## src/rtl/uart_arb_if.sv

```systemverilog
// uart_arb_if: byte sources, uart handshake and status seen by the UART arbiter.
interface uart_arb_if #(parameter int FIFO_AW = 4);
    logic [7:0]       a_data;
    logic             a_valid;
    logic [7:0]       b_data;
    logic             b_req;
    logic             b_ack;
    logic [7:0]       tx_data;
    logic             tx_valid;
    logic             tx_busy;
    logic [FIFO_AW:0] fifo_level;
    logic [7:0]       drop_cnt;
    modport master (
        output a_data, a_valid, b_data, b_req, tx_busy,
        input  b_ack, tx_data, tx_valid, fifo_level, drop_cnt
    );
    modport slave (
        input  a_data, a_valid, b_data, b_req, tx_busy,
        output b_ack, tx_data, tx_valid, fifo_level, drop_cnt
    );
endinterface

```

## src/rtl/uart_arb.sv

```systemverilog
// uart_arb: FIFO-buffers LPC bytes and round-robins them with requester B onto the shared UART.
module uart_arb #(
    parameter int FIFO_AW = 4
) (
    input logic      LPC_CLK,
    input logic      LPC_RST,
    uart_arb_if.slave bus
);
    localparam int DEPTH = 1 << FIFO_AW;
    typedef enum logic [1:0] {IDLE, SEND, GAP, WAIT} state_t;
    state_t             state, state_nx;
    logic [7:0]         mem [DEPTH];
    logic [FIFO_AW-1:0] wp, rp;
    logic [FIFO_AW:0]   level;
    logic [7:0]         drop, tx_data;
    logic               last, b_ack, grant_a, grant_b, push;
    // last=1 means B was served most recently, so A wins the next tie
    always_comb begin
        state_nx = state;
        grant_a  = 1'b0;
        grant_b  = 1'b0;
        case (state)
            IDLE: begin
                grant_a  = level != '0 && (!bus.b_req || last);
                grant_b  = bus.b_req && (level == '0 || !last);
                state_nx = (grant_a || grant_b) ? SEND : IDLE;
            end
            SEND:    state_nx = GAP;
            GAP:     state_nx = WAIT;
            default: state_nx = bus.tx_busy ? WAIT : IDLE;
        endcase
    end
    // a full FIFO still accepts a byte when the head leaves on the same edge
    assign push = bus.a_valid && (level != (FIFO_AW+1)'(DEPTH) || grant_a);
    always_ff @(posedge LPC_CLK or posedge LPC_RST) begin
        if (LPC_RST) begin
            state   <= IDLE;
            wp      <= '0;
            rp      <= '0;
            level   <= '0;
            drop    <= '0;
            tx_data <= '0;
            b_ack   <= 1'b0;
            last    <= 1'b1;
        end else begin
            state <= state_nx;
            b_ack <= grant_b;
            level <= level + (FIFO_AW+1)'(push) - (FIFO_AW+1)'(grant_a);
            if (push) wp <= wp + 1'b1;
            if (grant_a) rp <= rp + 1'b1;
            if (bus.a_valid && !push && drop != 8'hFF) drop <= drop + 8'd1;
            if (grant_a || grant_b) begin
                tx_data <= grant_a ? mem[rp] : bus.b_data;
                last    <= grant_b;
            end
        end
    end
    always_ff @(posedge LPC_CLK) begin
        if (push) mem[wp] <= bus.a_data;
    end
    assign bus.tx_valid   = state == SEND;
    assign bus.tx_data    = tx_data;
    assign bus.b_ack      = b_ack;
    assign bus.fifo_level = level;
    assign bus.drop_cnt   = drop;
endmodule

```

## src/flat_wrapper.sv

```systemverilog
// flat-port wrapper written by rule: the top's interface ports become plain ports
module uart_arb_flat 
#(
    parameter int FIFO_AW = 4
)
  (LPC_CLK, LPC_RST, bus_a_data, bus_a_valid, bus_b_data, bus_b_req, bus_tx_busy, bus_b_ack, bus_tx_data, bus_tx_valid, bus_fifo_level, bus_drop_cnt);
  uart_arb_if #(.FIFO_AW(FIFO_AW)) bus_i ();
  input logic LPC_CLK;
  input logic LPC_RST;
  input wire logic [$bits(bus_i.a_data)-1:0] bus_a_data;
  input wire logic [$bits(bus_i.a_valid)-1:0] bus_a_valid;
  input wire logic [$bits(bus_i.b_data)-1:0] bus_b_data;
  input wire logic [$bits(bus_i.b_req)-1:0] bus_b_req;
  input wire logic [$bits(bus_i.tx_busy)-1:0] bus_tx_busy;
  output wire logic [$bits(bus_i.b_ack)-1:0] bus_b_ack;
  output wire logic [$bits(bus_i.tx_data)-1:0] bus_tx_data;
  output wire logic [$bits(bus_i.tx_valid)-1:0] bus_tx_valid;
  output wire logic [$bits(bus_i.fifo_level)-1:0] bus_fifo_level;
  output wire logic [$bits(bus_i.drop_cnt)-1:0] bus_drop_cnt;
  assign bus_i.a_data = bus_a_data;
  assign bus_i.a_valid = bus_a_valid;
  assign bus_i.b_data = bus_b_data;
  assign bus_i.b_req = bus_b_req;
  assign bus_i.tx_busy = bus_tx_busy;
  assign bus_b_ack = bus_i.b_ack;
  assign bus_tx_data = bus_i.tx_data;
  assign bus_tx_valid = bus_i.tx_valid;
  assign bus_fifo_level = bus_i.fifo_level;
  assign bus_drop_cnt = bus_i.drop_cnt;
  uart_arb #(.FIFO_AW(FIFO_AW)) u_core (.LPC_CLK(LPC_CLK), .LPC_RST(LPC_RST), .bus(bus_i));
endmodule
```

## config.mk

```make
export PLATFORM = sky130hd
export DESIGN_NAME = uart_arb_flat
export DESIGN_NICKNAME = d
export VERILOG_FILES = /design/src/rtl/uart_arb_if.sv /design/src/rtl/uart_arb.sv /design/src/flat_wrapper.sv
export SDC_FILE = /design/constraint.sdc
export NUM_CORES = 1
export LEC_CHECK = 0
export BUFFER_PORTS_ARGS = -buffer_cell sky130_fd_sc_hd__buf_2
export CAP_MARGIN = 5
export CELL_PAD_IN_SITES_DETAIL_PLACEMENT = 0
export CELL_PAD_IN_SITES_GLOBAL_PLACEMENT = 2
export CORE_MARGIN = 1.5
export CORE_UTILIZATION = 41
export DETAILED_ROUTE_END_ITERATION = 16
export GPL_TIMING_DRIVEN = 0
export PLACE_DENSITY = 0.81
export SETUP_SLACK_MARGIN = 0.1
export SLEW_MARGIN = 20
export SYNTH_ARGS = -nofsm -noshare
export SYNTH_HDL_FRONTEND = slang
export SYNTH_SLANG_ARGS = --single-unit
```

## constraint.sdc

```tcl
create_clock -name LPC_CLK -period 2.41 [get_ports LPC_CLK]
set_input_delay 0.3615 -clock LPC_CLK [delete_from_list [all_inputs] [get_ports LPC_CLK]]
set_output_delay 0.3615 -clock LPC_CLK [all_outputs]
set_load 0.01 [all_outputs]
```

# Yosys cells after proc, flatten, opt, wreduce, memory -nomap -nowiden
# Memory sizes are Yosys's and may differ from the RTL's.
# Cells that the tools add are included.
dict set report totals {
  elab_cells 42
  output_inout_bits 23
  ramBits 128
  in_bits 21
  memories 1
  register_bits 33
}
dict set report classes {
  reduce_logical 16
  eq_ne 4
  muxes 8
  n_addsub 5
}
# memory depth width read_ports rd_ports_with_merged_regs write_ports line
set mem_list {}
lappend mem_list {u_core.mem 16 8 1 0 1 uart_arb.sv:12} ;# logic [7:0] mem [DEPTH];
# operator n
set ops {}
lappend ops {{$add 4x1->4 const B} 2}
lappend ops {{$add 8x1->8 const B} 1}
lappend ops {{$mux 8} 1}
lappend ops {{$ne 8x8->1 const B} 1}
lappend ops {{$pmux 2 s3} 1}
lappend ops {{$add 5x1->5} 1}
lappend ops {{$logic_and 1x1->1} 5}
lappend ops {{$logic_not 5->1} 1}
lappend ops {{$logic_or 1x1->1} 5}
lappend ops {{$mux 1} 5}
lappend ops {{$ne 5x5->1 const B} 1}
lappend ops {{$reduce_bool 5->1} 1}
lappend ops {{$sub 5x1->5} 1}
lappend ops {{$logic_not 1->1} 3}
lappend ops {{$eq 2x1->1 const B} 1}
lappend ops {{$eq 2x2->1 const B} 1}
lappend ops {{$logic_not 2->1} 1}
lappend ops {{$mux 2} 1}

# Depth between registers and ports, before layout
# Gate-level depths: netlist of the first run.
dict set report depth {
  word_depth 9
  ltp_mapped 14
  depth_no_buf 13
}

# Worst setup path before layout of the first run
# No wires, ideal clock.
dict set report synth_timing {
  path_type {register -> register}
  from {register u_core.level[2], in the netlist u_core.bus.fifo_level[2]}
  to {register u_core.level[4], in the netlist u_core.bus.fifo_level[4]}
  slack_ns -0.299
  t_required_ns 2.330
  stages_incl_launch_ff 15
  setup_ns 0.080
  synth_period_minus_slack_ns 2.709
  arrival_time_ns 2.629
  path_buffers 1
  cell_sequence {dfrtp_1 > inv_1 > ha_1 > nor4b_1 > or3_1 > clkbuf_1 > or2_2 > nand2_1 > ha_1 > inv_1 > fa_1 > inv_1 > a21oi_1 > o21bai_1 > xnor2_1}
}
dict set report synth_between {
  elab_chain_cells 7
  word_cells_on_any_way 8
  cone_classes {add/sub: 2; eq/ne: 1; mux: 1; reduce/logical: 4}
}
# element line
set synth_rtl {}
lappend synth_rtl {{start, declared} uart_arb.sv:14} ;# logic [FIFO_AW:0] level;
lappend synth_rtl {{start signal, assigned} uart_arb.sv:48} ;# level <= level + (FIFO_AW+1)'(push) - (FIFO_AW+1)'(grant_a);
lappend synth_rtl {{$reduce_bool 5->1} uart_arb.sv:24} ;# grant_a = level != '0 && (!bus.b_req || last);
lappend synth_rtl {{$logic_and 1x1->1} uart_arb.sv:24}
lappend synth_rtl {{$mux 1} uart_arb.sv:22} ;# case (state)
lappend synth_rtl {{$logic_or 1x1->1} uart_arb.sv:34} ;# assign push = bus.a_valid && (level != (FIFO_AW+1)'(DEPTH) || grant_a);
lappend synth_rtl {{$logic_and 1x1->1} uart_arb.sv:34}
lappend synth_rtl {{$add 5x1->5} uart_arb.sv:48}
lappend synth_rtl {{$sub 5x1->5 (*)} uart_arb.sv:48}
# Mark *: on every way between the ends. The rest lies on a longest branch, timed or not.
# A chain may end at the register's enable or synchronous reset.

# Worst setup path after layout of the first run
dict set report layout_timing {
  from {register u_core.level[3], in the netlist u_core.bus.fifo_level[3]}
  to {register u_core.level[2], in the netlist u_core.bus.fifo_level[2]}
}
# The elaborated chain is that of the path after synthesis.

==> results of run 1 <==
cells in the mapped netlist, drive strengths merged (3+ instances only):
cell type,count,area [um2]
a21oi,3,18.8
a222oi,7,70.1
buf,9,66.3
clkbuf,4,15.0
dfrtp,32,801
edfxtp,128,3840
ha,14,175
inv,19,71.3
mux2,11,124
mux2i,7,70.1
mux4,33,826
nand2,8,30.0
nand2b,4,25.0
nand3,11,55.1
nor2,15,56.3
nor3,8,40.0
nor4,3,18.8
o21ai,12,60.1
xnor2,7,61.3
xor2,9,78.8
area by class of cell:
class                      count  area [um2]
multi-input combinational    167        2120
inverter                      19        71.3
buffer                        13        98.8
tap                          216         270
fill                        1292        7580
clock buffer                  19         433
sequential                   161        4670
timing repair buffer          74         529
clock inverter                13         104
per-layer routing:
metal	share of wire [%]	up-vias	GRT usage, %
li1	-	1631	-
met1	44	1796	23.0
met2	50	84	26.7
met3	4.5	17	4.76
met4	1.7	2	7.18
met5	0.051	-	0
worst min path at each step:
stage                        endpoint  slack [ns]  cells after the start
2_1_floorplan        u_core.mem[0][0]        0.46                      0
3_3_place_gp   u_core.bus.drop_cnt[5]        0.48                      1
3_5_place_dp   u_core.bus.drop_cnt[5]        0.49                      1
4_1_cts        u_core.bus.drop_cnt[5]        0.09                      2
5_1_grt        u_core.bus.drop_cnt[5]        0.12                      2
6_report       u_core.bus.drop_cnt[5]        0.06                      2
metrics by stage:
stage,power (mW),instance area (um2),hold WS (ns)
final,9.73,8300,0.0554
after global routing,10.2,8300,0.119
after floorplan,5.76,6690,0.460
after detailed placement,6.69,7210,0.486
after CTS,9.50,8020,0.0860
after global placement,6.58,7180,0.480
worst max-delay path: cells and delay by family, from the launching register on:
family	cells	cell delay, ns
XOR/XNOR	1	0.12
adder cells (fa/ha/maj)	3	0.63
buffers and inverters	5	0.51
flip-flops	1	0.36
AND/OR/NAND/NOR	4	0.83
state kept, by name (all words and copies together) (netlist names):
signal and flops:
u_core.mem 128, u_core.bus.drop_cnt 8, u_core.bus.tx_data 8, u_core.bus.fifo_level 5, u_core.rp 4, u_core.wp 4, u_core.state 2, u_core.bus.b_ack 1
u_core.last 1
report_power, final:
part,switching (mW),internal (mW),total [mW]
registers,0.234,3.47,3.71
clock network,1.11,1.34,2.45
logic,1.88,1.70,3.58
total,3.22,6.51,9.73
cells by family (layout without fill, tap and decap cells):
family,count (synthesis),after routing
AO/OA/AOI/OAI,28,28
buffers and inverters,32,138
XOR/XNOR,16,16
adder cells (fa/ha/maj),15,15
AND/OR/NAND/NOR,57,57
flip-flops,161,161
multiplexers,51,51
what timing repair did:
| action | in CTS | in global routing |
|---|---|---|
| endpoints found under the setup margin | 132 | 140 |
| gates cloned | 0 | 0 |
| resized for setup | 41 | 22 |
| endpoints found under the hold margin | 0 | 0 |
| buffers inserted | 15 | 15 |
| pin swaps | 11 | 14 |
==> out/qor.yml, run 1 <==
yosys.area_share.simple_pct: 4.25
status: "finished with violations"
vias: 3530
crit_chain: "inv_2, ha_4, nor4b_4, or3_1, clkbuf_8, or2_4, nand2_4, ha_4, inv_2, fa_2, buf_4, buf_4, xnor2_2"
synthMuxAreaShare_pct: 15.3
dp_slack_ns: -0.361
synth_nets: 396
wl_per_cell_um: 20.1
ant_nets: 0
final_max_slew_viol_count: 0
crit_slowest_cell: "or3_1"
grt_overflow: 0
antenna_found_initial: 1
final_core_util_pct: 52.3
setup_viol: 3
cp.arrival_ns: 2.87
min_period_over_period_pct: 106
rr_startpoint: "u_core.bus.fifo_level[3]"
synth-adder-area-share_pct: 2.93
start_util_pct: 41.9
startpoint_type: "register"
failed_checks: "negative setup slack"
clkSlewWorstSetupHoldPaths_ns: 0.06
relSlewSlack_pct: 41.2
die_h_um: 130
rsz0062_at_grt: "yes"
synth_compound_area_share_pct: 2.93
grt_pass1_wl_mm: 20.3
place_inst: 620
htreeDepth: 4
clock_skew_ns: 0.0129
yosysWarningCount: 0
io_pins: 44
synth_edf_count: 128
reg2reg_setup_slack_ns: -0.15
cpPeakStageDelay_ns: 0.37
syn_avg_cell_area_um2: 18.5
path_max_fanout: 2
drive_gt1_share_pct: 37.8
clock_sinks: 161
fin_cells: 682
synth_seq_area_share_pct: 70.2
cts_max_path_buffers: 2
reg2regPathDepth: 13
grtUsageTotal_pct: 17.2
nets: 489
antennaDiodeCount: 0
min_path_type: "input pin to async pin"
syn_to_final_growth_pct: 24.7
drc: 0
rows: 46
routabilityCongestion: 0.745
cap_viol_max_count: 0
peakVddDrop_uv: 717
cts_tree: "yes"
root_buffer: "clkbuf_16"
synthXorXnorAreaFrac_pct: 2.11
power_density_mw_per_mm2: 1170
die_area_mm2: 0.0170
yosysUniqueCellTypes: 40
most-common-layout-cells: "edfxtp_1 (128), buf_2 (45), dfrtp_1 (32), mux4_1 (22), buf_4 (21)"
hold_viol_final: 0
crit_type: "register to register"
startpoint: "u_core.bus.fifo_level[3]"
dr.pass1.iters: 4
final_common_cell: "edfxtp_1"
ys_ff_latch: 161
grt_max_degree: 34
numPortBuffers: 43
final.setup.tns_ns: -0.298
tightest_slew_ns: 0.874
r2r-end: "u_core.bus.fifo_level[2]"
wl_mm: 13.7
crit_end: "u_core.bus.fifo_level[2]"
end_kind: "register"
required_ns: 2.72
setup_ws_ns: -0.147
syn_area_mm2: 0.00666
cts_buffers: 17
ys.flop_type: "edfxtp_1"
clock_latency_ns: 0.43
grt_pass1_vias: 3520
via_per_inst: 5.18
core_region_area_mm2: 0.0159
drt-initial-drc-count: 243
synthCells: 360
dp.final_hpwl_mm: 8.77
min_period_ns: 2.56
cts-hold-fix-buffers: 0
synth_top_family_by_area: "multiplexers"
p_leak_nw: 3.07
fmax_mhz: 391
synthArstFlopShare_pct: 20.5
die_w_um: 130
No activity file was read; power rests on OpenSTA's default activity.
==> inputs of run 2 (changes only) <==
==> constraint.sdc (replaced) <==
create_clock -name LPC_CLK -period 2.41 [get_ports LPC_CLK]
set_input_delay 0.1205 -clock LPC_CLK [delete_from_list [all_inputs] [get_ports LPC_CLK]]
set_output_delay 0.1205 -clock LPC_CLK [all_outputs]
set_load 0.01 [all_outputs]
==> run 2 against run 1 <==
Against the previous run: the flow still finishes with violations (negative setup slack); die area unchanged; largest power group unchanged; non-clock buffer count up 11; sequential cell count unchanged; final cell count up 1.6%; first-iteration DRC count unchanged; design area up 1.3%; count of clock-buffer cells in the layout unchanged; hold slack better by 0.016 ns.
==> out/qor.yml, run 2 (synthesis results as in run 1) <==
wl_mm: 13.7
tightest_slew_ns: 0.841
required_ns: 2.72
path_max_fanout: 2
rows: 46
syn_to_final_growth_pct: 26.4
crit_slowest_cell: "or3_1"
multi_input_area_mm2: 0.00212
fill_cells: 1281
crit_type: "register to register"
via_per_inst: 5.18
dp_slack_ns: -0.361
nets: 500
cts_max_path_buffers: 2
crit_chain: "inv_2, ha_4, nor4b_4, or3_1, clkbuf_8, or2_4, nand2_4, ha_4, inv_2, fa_2, buf_4, buf_4, xnor2_2"
clock_sinks: 161
grt_max_degree: 34
cp.arrival_ns: 2.87
io_pins: 44
cts_tree: "yes"
drt-initial-drc-count: 243
fmax_mhz: 391
seq_area_mm2: 0.00467
numPortBuffers: 43
whs_ns: 0.0714
die_area_mm2: 0.0170
cap_viol_max_count: 0
min_period_ns: 2.56
antenna_found_initial: 1
post_dp_cell_area_mm2: 0.00721
wl_per_cell_um: 19.8
clkSlewWorstSetupHoldPaths_ns: 0.06
most-common-layout-cells: "edfxtp_1 (128), buf_2 (45), dfrtp_1 (32), mux4_1 (22), buf_4 (21)"
die_h_um: 130
routabilityCongestion: 0.745
setup_ws_ns: -0.147
drive_gt1_share_pct: 36.9
ant_nets: 0
grt_pass1_vias: 3573
end_kind: "register"
htreeDepth: 4
finalPower_mw: 9.73
cp_num_buf_inv: 5
clock_skew_ns: 0.0123
startpoint_type: "register"
core_region_area_mm2: 0.0159
dr.pass1.iters: 5
grt_pass1_wl_mm: 20.4
cts_buffers: 17
drc: 0
start_util_pct: 41.9
crit_family: "simple AND/OR/NAND/NOR gates"
grt_overflow: 0
final_max_slew_viol_count: 0
failed_checks: "negative setup slack"
final.setup.tns_ns: -0.298
status: "finished with violations"
setup_viol: 3
vias: 3587
peakVddDrop_uv: 717
antennaDiodeCount: 0
clock_latency_ns: 0.42
root_buffer: "clkbuf_16"
fin_area_mm2: 0.00841
final_common_cell: "edfxtp_1"
min_period_over_period_pct: 106
power_density_mw_per_mm2: 1160
regMostFlops: "u_core.mem"
hold_viol_final: 0
p_leak_nw: 3.11
cpPeakStageDelay_ns: 0.37
largest_reg_flops: 128
dp.final_hpwl_mm: 8.77
relSlewSlack_pct: 43.5
die_w_um: 130
grtUsageTotal_pct: 17.2
min_path_type: "input pin to register"
rsz0062_at_grt: "yes"
## run 2: metal layers
layer  global-route usage, %  wire length (um)  vias up
met5                       0                 7        -
met3                    4.80               495       19
met2                    27.1              6820       76
met4                    6.92               255        2
li1                        -                 -     1657
met1                    22.8              6120     1833
## run 2: final timing paths
path	start	endpoint	slack (ns)	depth (start not counted)
max in group asynchronous	LPC_RST	u_core.wp[1]	1.57	3
worst min-delay path	bus_a_data[5]	u_core.mem[2][5]	0.07	1
worst max register to register	u_core.bus.fifo_level[3]	u_core.bus.fifo_level[2]	-0.15	13
min in group asynchronous	LPC_RST	u_core.bus.tx_data[4]	0.37	3
worst max-delay path	u_core.bus.fifo_level[3]	u_core.bus.fifo_level[2]	-0.15	13
worst min register to register	u_core.bus.drop_cnt[5]	u_core.bus.drop_cnt[5]	0.49	1
## run 2: through the flow
step	utilization [%]	std cells
after floorplan	-	360
after global placement	45.2	619
after detailed placement	45.4	620
after CTS	51.2	678
after global routing	52.9	693
final	52.9	693
## run 2: layout make-up
| type | count | area share (%) |
|---|---|---|
| Sequential cell | 161 | 55.5 |
| Multi-Input combinational cell | 167 | 25.2 |
| Timing Repair Buffer | 85 | 7.60 |
| Clock buffer | 19 | 5.15 |
| Tap cell | 216 | 3.21 |
| Clock inverter | 13 | 1.23 |
| Buffer | 13 | 1.18 |
| Inverter | 19 | 0.848 |
## run 2: repair_timing
action                                 4_1_cts  5_1_grt
hold buffers                                11        0
buffers inserted                            15       15
endpoints found under the hold margin       43        0
setup endpoints to repair                  132      140
pin swaps                                   11       13
gates resized for setup                     41       22
gates cloned                                 0        0
## run 2: power by group
group          switching [mW]  internal, mW  total [mW]
clock network            1.10          1.34        2.43
logic                    1.87          1.71        3.58
registers               0.235          3.47        3.71
total                    3.21          6.52        9.73
==> inputs of run 3 (changes only) <==
Settings changed: SKIP_LAST_GASP set to 1.
==> run 3 against run 2 <==
Against the previous run: largest cell class unchanged; the flow still finishes with violations (negative setup slack); count of clock-buffer cells in the layout unchanged; setup slack improved by 0.011 ns; maximum frequency rose by 0.43%; critical path type unchanged; combinational power shrank 3%; global-route usage up 0.16 points.
==> out/qor.yml, run 3 (synthesis results as in run 1) <==
drc: 0
rsz0062_at_grt: "yes"
drive_gt1_share_pct: 36.3
cap_viol_max_count: 0
routabilityCongestion: 0.745
ant_nets: 0
cts_buffers: 17
post_dp_cell_area_mm2: 0.00721
setup_ws_ns: -0.136
min_period_over_period_pct: 106
startpoint_type: "register"
place_inst: 620
path_max_fanout: 2
die_w_um: 130
grt_pass1_vias: 3558
syn_to_final_growth_pct: 25.2
grt_max_degree: 34
start_util_pct: 41.9
die_h_um: 130
finalPower_mw: 9.62
rows: 46
dp_slack_ns: -0.361
die_area_mm2: 0.0170
wl_mm: 13.8
htreeDepth: 4
status: "finished with violations"
crit_type: "register to register"
dp.final_hpwl_mm: 8.77
clock_latency_ns: 0.43
required_ns: 2.73
fill_cells: 1301
tightest_slew_ns: 0.870
antenna_found_initial: 1
antennaDiodeCount: 0
fin_cells: 690
numPortBuffers: 43
grtUsageTotal_pct: 17.4
cts_max_path_buffers: 2
min_path_type: "input pin to register"
final_common_cell: "edfxtp_1"
final_max_slew_viol_count: 0
cp.arrival_ns: 2.87
hold_viol_final: 0
setup_viol: 3
min_period_ns: 2.55
relSlewSlack_pct: 41.5
core_region_area_mm2: 0.0159
dr.pass1.iters: 5
grt_overflow: 0
vias: 3591
drt-initial-drc-count: 283
peakVddDrop_uv: 716
power_density_mw_per_mm2: 1160
via_per_inst: 5.20
end_kind: "register"
final.setup.tns_ns: -0.283
clkSlewWorstSetupHoldPaths_ns: 0.06
wl_per_cell_um: 20.0
clock_sinks: 161
p_leak_nw: 3.09
nets: 497
root_buffer: "clkbuf_16"
io_pins: 44
grt_pass1_wl_mm: 20.5
fmax_mhz: 393
regMostFlops: "u_core.mem"
most-common-layout-cells: "edfxtp_1 (128), buf_2 (46), dfrtp_1 (32), mux4_1 (22), buf_4 (22)"
failed_checks: "negative setup slack"
fin_area_mm2: 0.00833
clock_skew_ns: 0.0106
largest_reg_flops: 128
cts_tree: "yes"
run 3: per-stage QoR:
stage | util (%) | hold slack [ns]
after floorplan | - | 0.219
after global placement | 45.2 | 0.366
after detailed placement | 45.4 | 0.299
after CTS | 51.1 | 0.0384
after global routing | 52.4 | 0.0638
final | 52.4 | 0.0691
run 3: layer usage:
layer  routed length (um)  track usage [%]
met1                 6040             22.9
met2                 6930             27.2
met3                  609             5.05
met4                  241             7.18
met5                    7                0
run 3: timing repair:
action | CTS | global route
gates cloned | 0 | 0
endpoints found under the hold margin | 43 | 0
setup endpoints to repair | 132 | 140
pin swaps | 11 | 10
hold buffers | 11 | 0
buffers inserted | 15 | 12
gates resized for setup | 38 | 13
run 3: path summary, 6_finish.rpt:
kind / end / slack, ns / start / cells past startpoint
max reg2reg: u_core.bus.fifo_level[2] / -0.14 / u_core.bus.fifo_level[3] / 13
min: u_core.mem[11][1] / 0.07 / bus_a_data[1] / 1
max in group asynchronous: u_core.wp[1] / 1.57 / LPC_RST / 3
min reg2reg: u_core.bus.drop_cnt[5] / 0.49 / u_core.bus.drop_cnt[5] / 1
min in group asynchronous: u_core.bus.drop_cnt[5] / 0.37 / LPC_RST / 3
max: u_core.bus.fifo_level[2] / -0.14 / u_core.bus.fifo_level[3] / 13
run 3: critical path, stage by stage, from the launching register on:
cell	delay, ns
dfrtp_1	0.36
inv_2	0.06
ha_4	0.15
nor4b_4	0.13
or3_1	0.37
clkbuf_8	0.15
or2_4	0.26
nand2_4	0.07
ha_4	0.13
inv_2	0.03
fa_2	0.35
buf_4	0.14
buf_4	0.12
xnor2_1	0.11
run 3: power by group:
group | internal, mW | total (mW) | switching (mW)
combinational | 1.64 | 3.48 | 1.84
sequential | 3.47 | 3.71 | 0.235
clock | 1.33 | 2.44 | 1.10
total | 6.45 | 9.62 | 3.18
run 3: area by class of cell:
type                    count  area [um2]  share of cell area, %
plain buffers              13        93.8                   1.13
clock buffers              19         433                   5.20
clock inverters            13         104                   1.25
inverters                  19        71.3                  0.856
multi-input cells         167        2090                   25.0
flip-flops and latches    161        4670                   56.1
well taps                 216         270                   3.24
repair buffers             82         602                   7.22
